`config.mk`:
```
export PLATFORM = sky130hd
export DESIGN_NAME = sonar_uc
export DESIGN_NICKNAME = d
export VERILOG_FILES = /design/src/rtl/sonar_uc.sv
export SDC_FILE = /design/constraint.sdc
export NUM_CORES = 1
export LEC_CHECK = 0
export ABC_AREA = 1
export CELL_PAD_IN_SITES_DETAIL_PLACEMENT = 1
export CELL_PAD_IN_SITES_GLOBAL_PLACEMENT = 1
export CORE_MARGIN = 2
export CORE_UTILIZATION = 41
export CTS_BUF_LIST = sky130_fd_sc_hd__clkbuf_16
export DETAILED_ROUTE_END_ITERATION = 8
export GPL_ROUTABILITY_DRIVEN = 0
export GPL_TIMING_DRIVEN = 0
export PLACE_DENSITY = 0.88
export SLEW_MARGIN = 15
export SYNTH_ARGS = -nofsm -noshare
export SYNTH_HDL_FRONTEND = slang
export SYNTH_SLANG_ARGS = --single-unit
```
`constraint.sdc`:
```
create_clock -name clock -period 2.2 [get_ports clock]
set_input_delay 0.22 -clock clock [delete_from_list [all_inputs] [get_ports clock]]
set_output_delay 0.22 -clock clock [all_outputs]
set_load 0.03 [all_outputs]
```
`src/rtl/sonar_uc.sv`:
```
`default_nettype none
// ============================================================================
// Module      : sonar_uc
// Description : Control unit (Moore FSM) for the sonar sweep. Each sweep step
//               triggers a distance measurement, sends the 8-character frame
//               "ccc,ddd#", waits the inter-measurement interval and then
//               advances the servo position. A watchdog bounds the wait for
//               the echo so that a missing echo cannot stall the sweep.
// Ports       : clock                  - system clock, rising edge
//               reset                  - asynchronous reset, active low
//               ligar                  - run sweep (sampled in INICIAL/AVANCA)
//               fim_distancia          - measurement ready pulse
//               fim_transmissao        - current character sent
//               fim_contador_serial    - character index is the last one
//               fim_contador_intervalo - interval counter terminal count
//               medir                  - start measurement pulse
//               transmitir             - start character transmission pulse
//               conta_serial           - advance character index
//               conta_intervalo        - enable interval counter
//               conta_updown           - advance servo position
//               reset_updown           - clear servo position counter
//               pronto                 - one pulse per completed sweep step
//               erro_medida            - sticky echo-timeout flag
//               db_estado              - current state code
// Revision    : 1.0 - initial release
// ============================================================================
module sonar_uc #(
    parameter int TIMEOUT_CICLOS = 2_500_000,
    parameter int N_TIMEOUT      = 22
) (
    input  logic       clock,
    input  logic       reset,
    input  logic       ligar,
    input  logic       fim_distancia,
    input  logic       fim_transmissao,
    input  logic       fim_contador_serial,
    input  logic       fim_contador_intervalo,
    output logic       medir,
    output logic       transmitir,
    output logic       conta_serial,
    output logic       conta_intervalo,
    output logic       conta_updown,
    output logic       reset_updown,
    output logic       pronto,
    output logic       erro_medida,
    output logic [3:0] db_estado
);

    // ------------------------------------------------------------------------
    // State encoding (codes are visible on db_estado)
    // ------------------------------------------------------------------------
    localparam logic [3:0] c_INICIAL        = 4'd0;
    localparam logic [3:0] c_PREPARA        = 4'd1;
    localparam logic [3:0] c_MEDE           = 4'd2;
    localparam logic [3:0] c_AGUARDA_MEDIDA = 4'd3;
    localparam logic [3:0] c_TRANSMITE      = 4'd4;
    localparam logic [3:0] c_AGUARDA_TX     = 4'd5;
    localparam logic [3:0] c_PROXIMO_CHAR   = 4'd6;
    localparam logic [3:0] c_ESPERA         = 4'd7;
    localparam logic [3:0] c_AVANCA         = 4'd8;
    localparam logic [3:0] c_ERRO           = 4'd9;

    // Last watchdog value that still accepts an echo; the counter parks here.
    localparam logic [N_TIMEOUT-1:0] c_WD_LIMITE = N_TIMEOUT'(TIMEOUT_CICLOS - 1);
    localparam logic [N_TIMEOUT-1:0] c_WD_UM     = N_TIMEOUT'(1);

    logic [3:0]           r_estado;
    logic [N_TIMEOUT-1:0] r_watchdog;
    logic                 r_erro;
    logic                 w_timeout;

    assign w_timeout = (r_watchdog == c_WD_LIMITE);

    // ------------------------------------------------------------------------
    // State register, watchdog and sticky error flag
    // ------------------------------------------------------------------------
    always_ff @(posedge clock or negedge reset) begin
        if (!reset) begin
            r_estado   <= c_INICIAL;
            r_watchdog <= '0;
            r_erro     <= 1'b0;
        end else begin
            case (r_estado)
                c_INICIAL: begin
                    if (ligar) r_estado <= c_PREPARA;
                end

                c_PREPARA: begin
                    r_erro   <= 1'b0;
                    r_estado <= c_MEDE;
                end

                c_MEDE: begin
                    r_watchdog <= '0;
                    r_estado   <= c_AGUARDA_MEDIDA;
                end

                c_AGUARDA_MEDIDA: begin
                    // Saturating count: the limit is held rather than wrapped.
                    if (!w_timeout) r_watchdog <= r_watchdog + c_WD_UM;
                    // A late echo arriving together with the timeout still wins.
                    if (fim_distancia)  r_estado <= c_TRANSMITE;
                    else if (w_timeout) r_estado <= c_ERRO;
                end

                c_TRANSMITE: begin
                    r_estado <= c_AGUARDA_TX;
                end

                c_AGUARDA_TX: begin
                    if (fim_transmissao) r_estado <= c_PROXIMO_CHAR;
                end

                c_PROXIMO_CHAR: begin
                    if (fim_contador_serial) r_estado <= c_ESPERA;
                    else                     r_estado <= c_TRANSMITE;
                end

                c_ESPERA: begin
                    if (fim_contador_intervalo) r_estado <= c_AVANCA;
                end

                c_AVANCA: begin
                    if (ligar) r_estado <= c_MEDE;
                    else       r_estado <= c_INICIAL;
                end

                c_ERRO: begin
                    // No frame for a failed measurement; the sweep continues.
                    r_erro   <= 1'b1;
                    r_estado <= c_ESPERA;
                end

                default: begin
                    r_estado <= c_INICIAL;
                end
            endcase
        end
    end

    // ------------------------------------------------------------------------
    // Moore output decode: depends on the state register only
    // ------------------------------------------------------------------------
    assign reset_updown    = (r_estado == c_PREPARA);
    assign medir           = (r_estado == c_MEDE);
    assign transmitir      = (r_estado == c_TRANSMITE);
    assign conta_serial    = (r_estado == c_PROXIMO_CHAR);
    assign conta_intervalo = (r_estado == c_ESPERA);
    assign conta_updown    = (r_estado == c_AVANCA);
    assign pronto          = (r_estado == c_AVANCA);
    assign erro_medida     = r_erro;
    assign db_estado       = r_estado;

endmodule
`default_nettype wire
```
==> flow_summary.yaml <==
timing:
  fmax_mhz: 477
  period_minus_slack_ps: 2100
  worst_pin_slew_ps: 646
  finalHoldViolations: 0
  rsz0062_at_grt: "false"
  finalCritPeriodShare: 0.954
  setup_violations: 0
  relSlewSlack: 0.570
  maxSlewViolCount: 0
  tns_ps: 0
  whs_ps: 513
  fin_skew_ps: 4.72
routing:
  via_per_inst: 5.31
  routedWlPerCell_um: 15.9
  drtIter0Drc: 109
  first_pass_iters: 4
  ant_nets: 0
  routed_wl_mm: 5.49
  drc: 0
  dr_total_vias: 1832
clock_tree:
  clock_latency_ps: 270
  clk_pin_slew_worst_paths_ps: 70
  htreeDepth: 1
  cts_tree: "built"
  cts_made_buffers: 3
  cts_root_buf: "clkbuf_16"
  cts_max_path_buffers: 2
  cts_sinks: 27
logic_synthesis:
  synthMuxAreaShare: 0
  synth.yosys.seq_area_share: 0.352
  synth.area.top_cells: "dfrtp_1 (35%), nand2_1 (16%), nor2_1 (7.8%)"
  syn-instance-count: 270
  synth_cell_types: 32
  synth_nets: 278
  synth_compound_area_frac: 0.103
  synth_fa_ha_area_frac: 0.00652
  syn_area_per_cell_um2: 7.10
  synth_top_family_by_area: "simple AND/OR/NAND/NOR gates"
  synth_top_area_cell: "dfrtp_1"
  synthSimpleGateAreaFrac: 0.416
  netlist.area_leader.share: 0.352
  ys_ff_latch: 27
  synth_xor_area_frac: 0.0457
  ys_warn_count: 0
  synthesis.area_um2: 1920
floorplanning:
  dieArea_um2: 5240
  die_w_um: 72.4
  pin_count: 19
  die_h_um: 72.4
  start_util: 0.432
  num_rows: 24
  coreArea_um2: 4440
pwr:
  power.density_nw_per_um2: 988
  leakage_nw: 1.02
  ir_worst_vdd_uv: 605
setup_path:
  startpoint_type: "flip-flop"
  slowest_stage: "dfrtp_1"
  critPathBufInv: 2
  path_class: "reg -> out"
  path_max_fanout: 7
  cpLargestDelayFamily: "simple AND/OR/NAND/NOR gates"
  arrival_ps: 1880
  cp_slowest_stage_delay_ps: 500
  cp_cell_sequence: "or2_2 -> nor3_2 -> buf_4 -> dlygate4sd2_1"
  cp.required_ps: 1980
  worstSetupEndpointType: "output pin"
layout:
  drive_gt1_frac: 0.157
  finalNetCount: 302
  area_growth_pct: 17.7
  antennaDiodeCount: 0
run:
  cap_violations: 0
place:
  io_buffer_count: 18
  hpwl_mm: 4.30
grt:
  antenna_found_initial: 0
  track_usage: 0.228
  grt_first_pass_wirelength_mm: 9.39
  grt_max_degree: 28
  grt_pass1_vias: 1956
  grt_overflow_total: 0
run_status:
  status: "complete, no violations"
hold_path:
  min_path_type: "in -> async"
## cell type report
type / count / area, um^2
plain buffers: 5 / 46.3
clock buffers: 3 / 75.1
clock inverters: 1 / 5.00
fillers: 585 / 2190
inverters: 26 / 101
multi-input cells: 212 / 1100
flip-flops and latches: 27 / 676
well taps: 52 / 65.1
repair buffers: 19 / 189
## worst reg2reg max path: stages (launching register included)
cell and delay, ps:
dfrtp_1 500, ha_1 400, nand3_2 160, clkinv_2 110
nand2_2 50, nor2_2 80, nand2_2 110, nand2_1 140
nand2_2 90, buf_6 160, nand2_1 80, nand2_1 50
## sequential cells by signal (all words and copies together) (netlist names)
signal,flops
erro_medida,1
db_estado,4
r_watchdog,22
## metal layers
| metal | part of all wire | track usage | vias up |
|---|---|---|---|
| met5 | 0 | 0 | - |
| met4 | 0.0046 | 0.0453 | 0 |
| met3 | 0.024 | 0.0250 | 4 |
| met2 | 0.50 | 0.399 | 18 |
| met1 | 0.47 | 0.307 | 908 |
| li1 | - | - | 902 |
## cells in the mapped netlist, drive strengths merged
cell type  number
nand2          94
nor2           44
dfrtp          27
nand3          26
inv            25
o21ai          17
xor2            7
nor3            6
buf             5
a21oi           4
nand4           4
xnor2           3
o21bai          2
o22ai           2
clkinv          1
ha              1
nand3b          1
or2             1
## report_power, final
| part | leakage [nW] | internal [mW] | switching, mW | total (mW) |
|---|---|---|---|---|
| registers | 0.371 | 0.554 | 0.0923 | 0.646 |
| clock network | 0.0409 | 0.246 | 0.190 | 0.436 |
| logic | 0.609 | 0.390 | 0.758 | 1.15 |
## logic make-up (layout without fill, tap and decap cells)
kind of cell | Yosys count | after routing
AO/OA/AOI/OAI | 25 | 25
XOR/XNOR | 10 | 10
adder cells (fa/ha/maj) | 1 | 1
buffers and inverters | 31 | 54
flip-flops | 27 | 27
AND/OR/NAND/NOR | 176 | 176
## per-stage QoR
stage	util	area [um^2]	total power, mW	setup slack, ps	instances
global route	0.508	2260	2.37	24.3	345
floorplan	-	1920	1.45	233	270
detailed placement	0.487	2160	1.83	126	340
finish	0.508	2260	2.23	102	345
global placement	0.488	2170	1.79	157	340
CTS	0.506	2250	2.26	20.6	345
## placed cells by master (no fill, tap or decap), types with 2 or more instances in the layout
master / n
a21oi_1: 3
dfrtp_1: 27
buf_6: 3
buf_2: 2
clkdlybuf4s50_1: 11
xor2_1: 7
nand2_2: 9
nand4_1: 4
o21ai_2: 11
o21ai_0: 5
nand3_1: 24
nand2_1: 84
dlymetal6s2s_1: 3
nor2_1: 40
clkinv_2: 2
nor3_1: 4
o21bai_1: 2
clkbuf_16: 3
xnor2_1: 3
o22ai_2: 2
inv_1: 23
dlygate4sd2_1: 3
nand3_2: 2
nor2_2: 2
## final timing paths
kind,startpoint,endpoint,slack (ps),cells past startpoint
min,reset,r_watchdog[5]$_DFFE_PN0P_,510,2
min reg2reg,r_watchdog[1]$_DFFE_PN0P_,r_watchdog[1]$_DFFE_PN0P_,560,2
max,db_estado[0]$_DFFE_PN0P_,pronto,100,4
min in group clock,r_watchdog[1]$_DFFE_PN0P_,r_watchdog[1]$_DFFE_PN0P_,560,2
max in group asynchronous,reset,r_watchdog[9]$_DFFE_PN0P_,1270,2
max reg2reg,r_watchdog[0]$_DFFE_PN0P_,r_watchdog[8]$_DFFE_PN0P_,150,11
## timing repair
action | in CTS | in global routing
pin swaps | 0 | 0
hold endpoints to repair | 15 | 0
hold buffers | 1 | 0
setup endpoints to repair | 3 | 3
resized for setup | 3 | 3
buffers inserted | 0 | 0
Power figures use the tool's default switching activity.
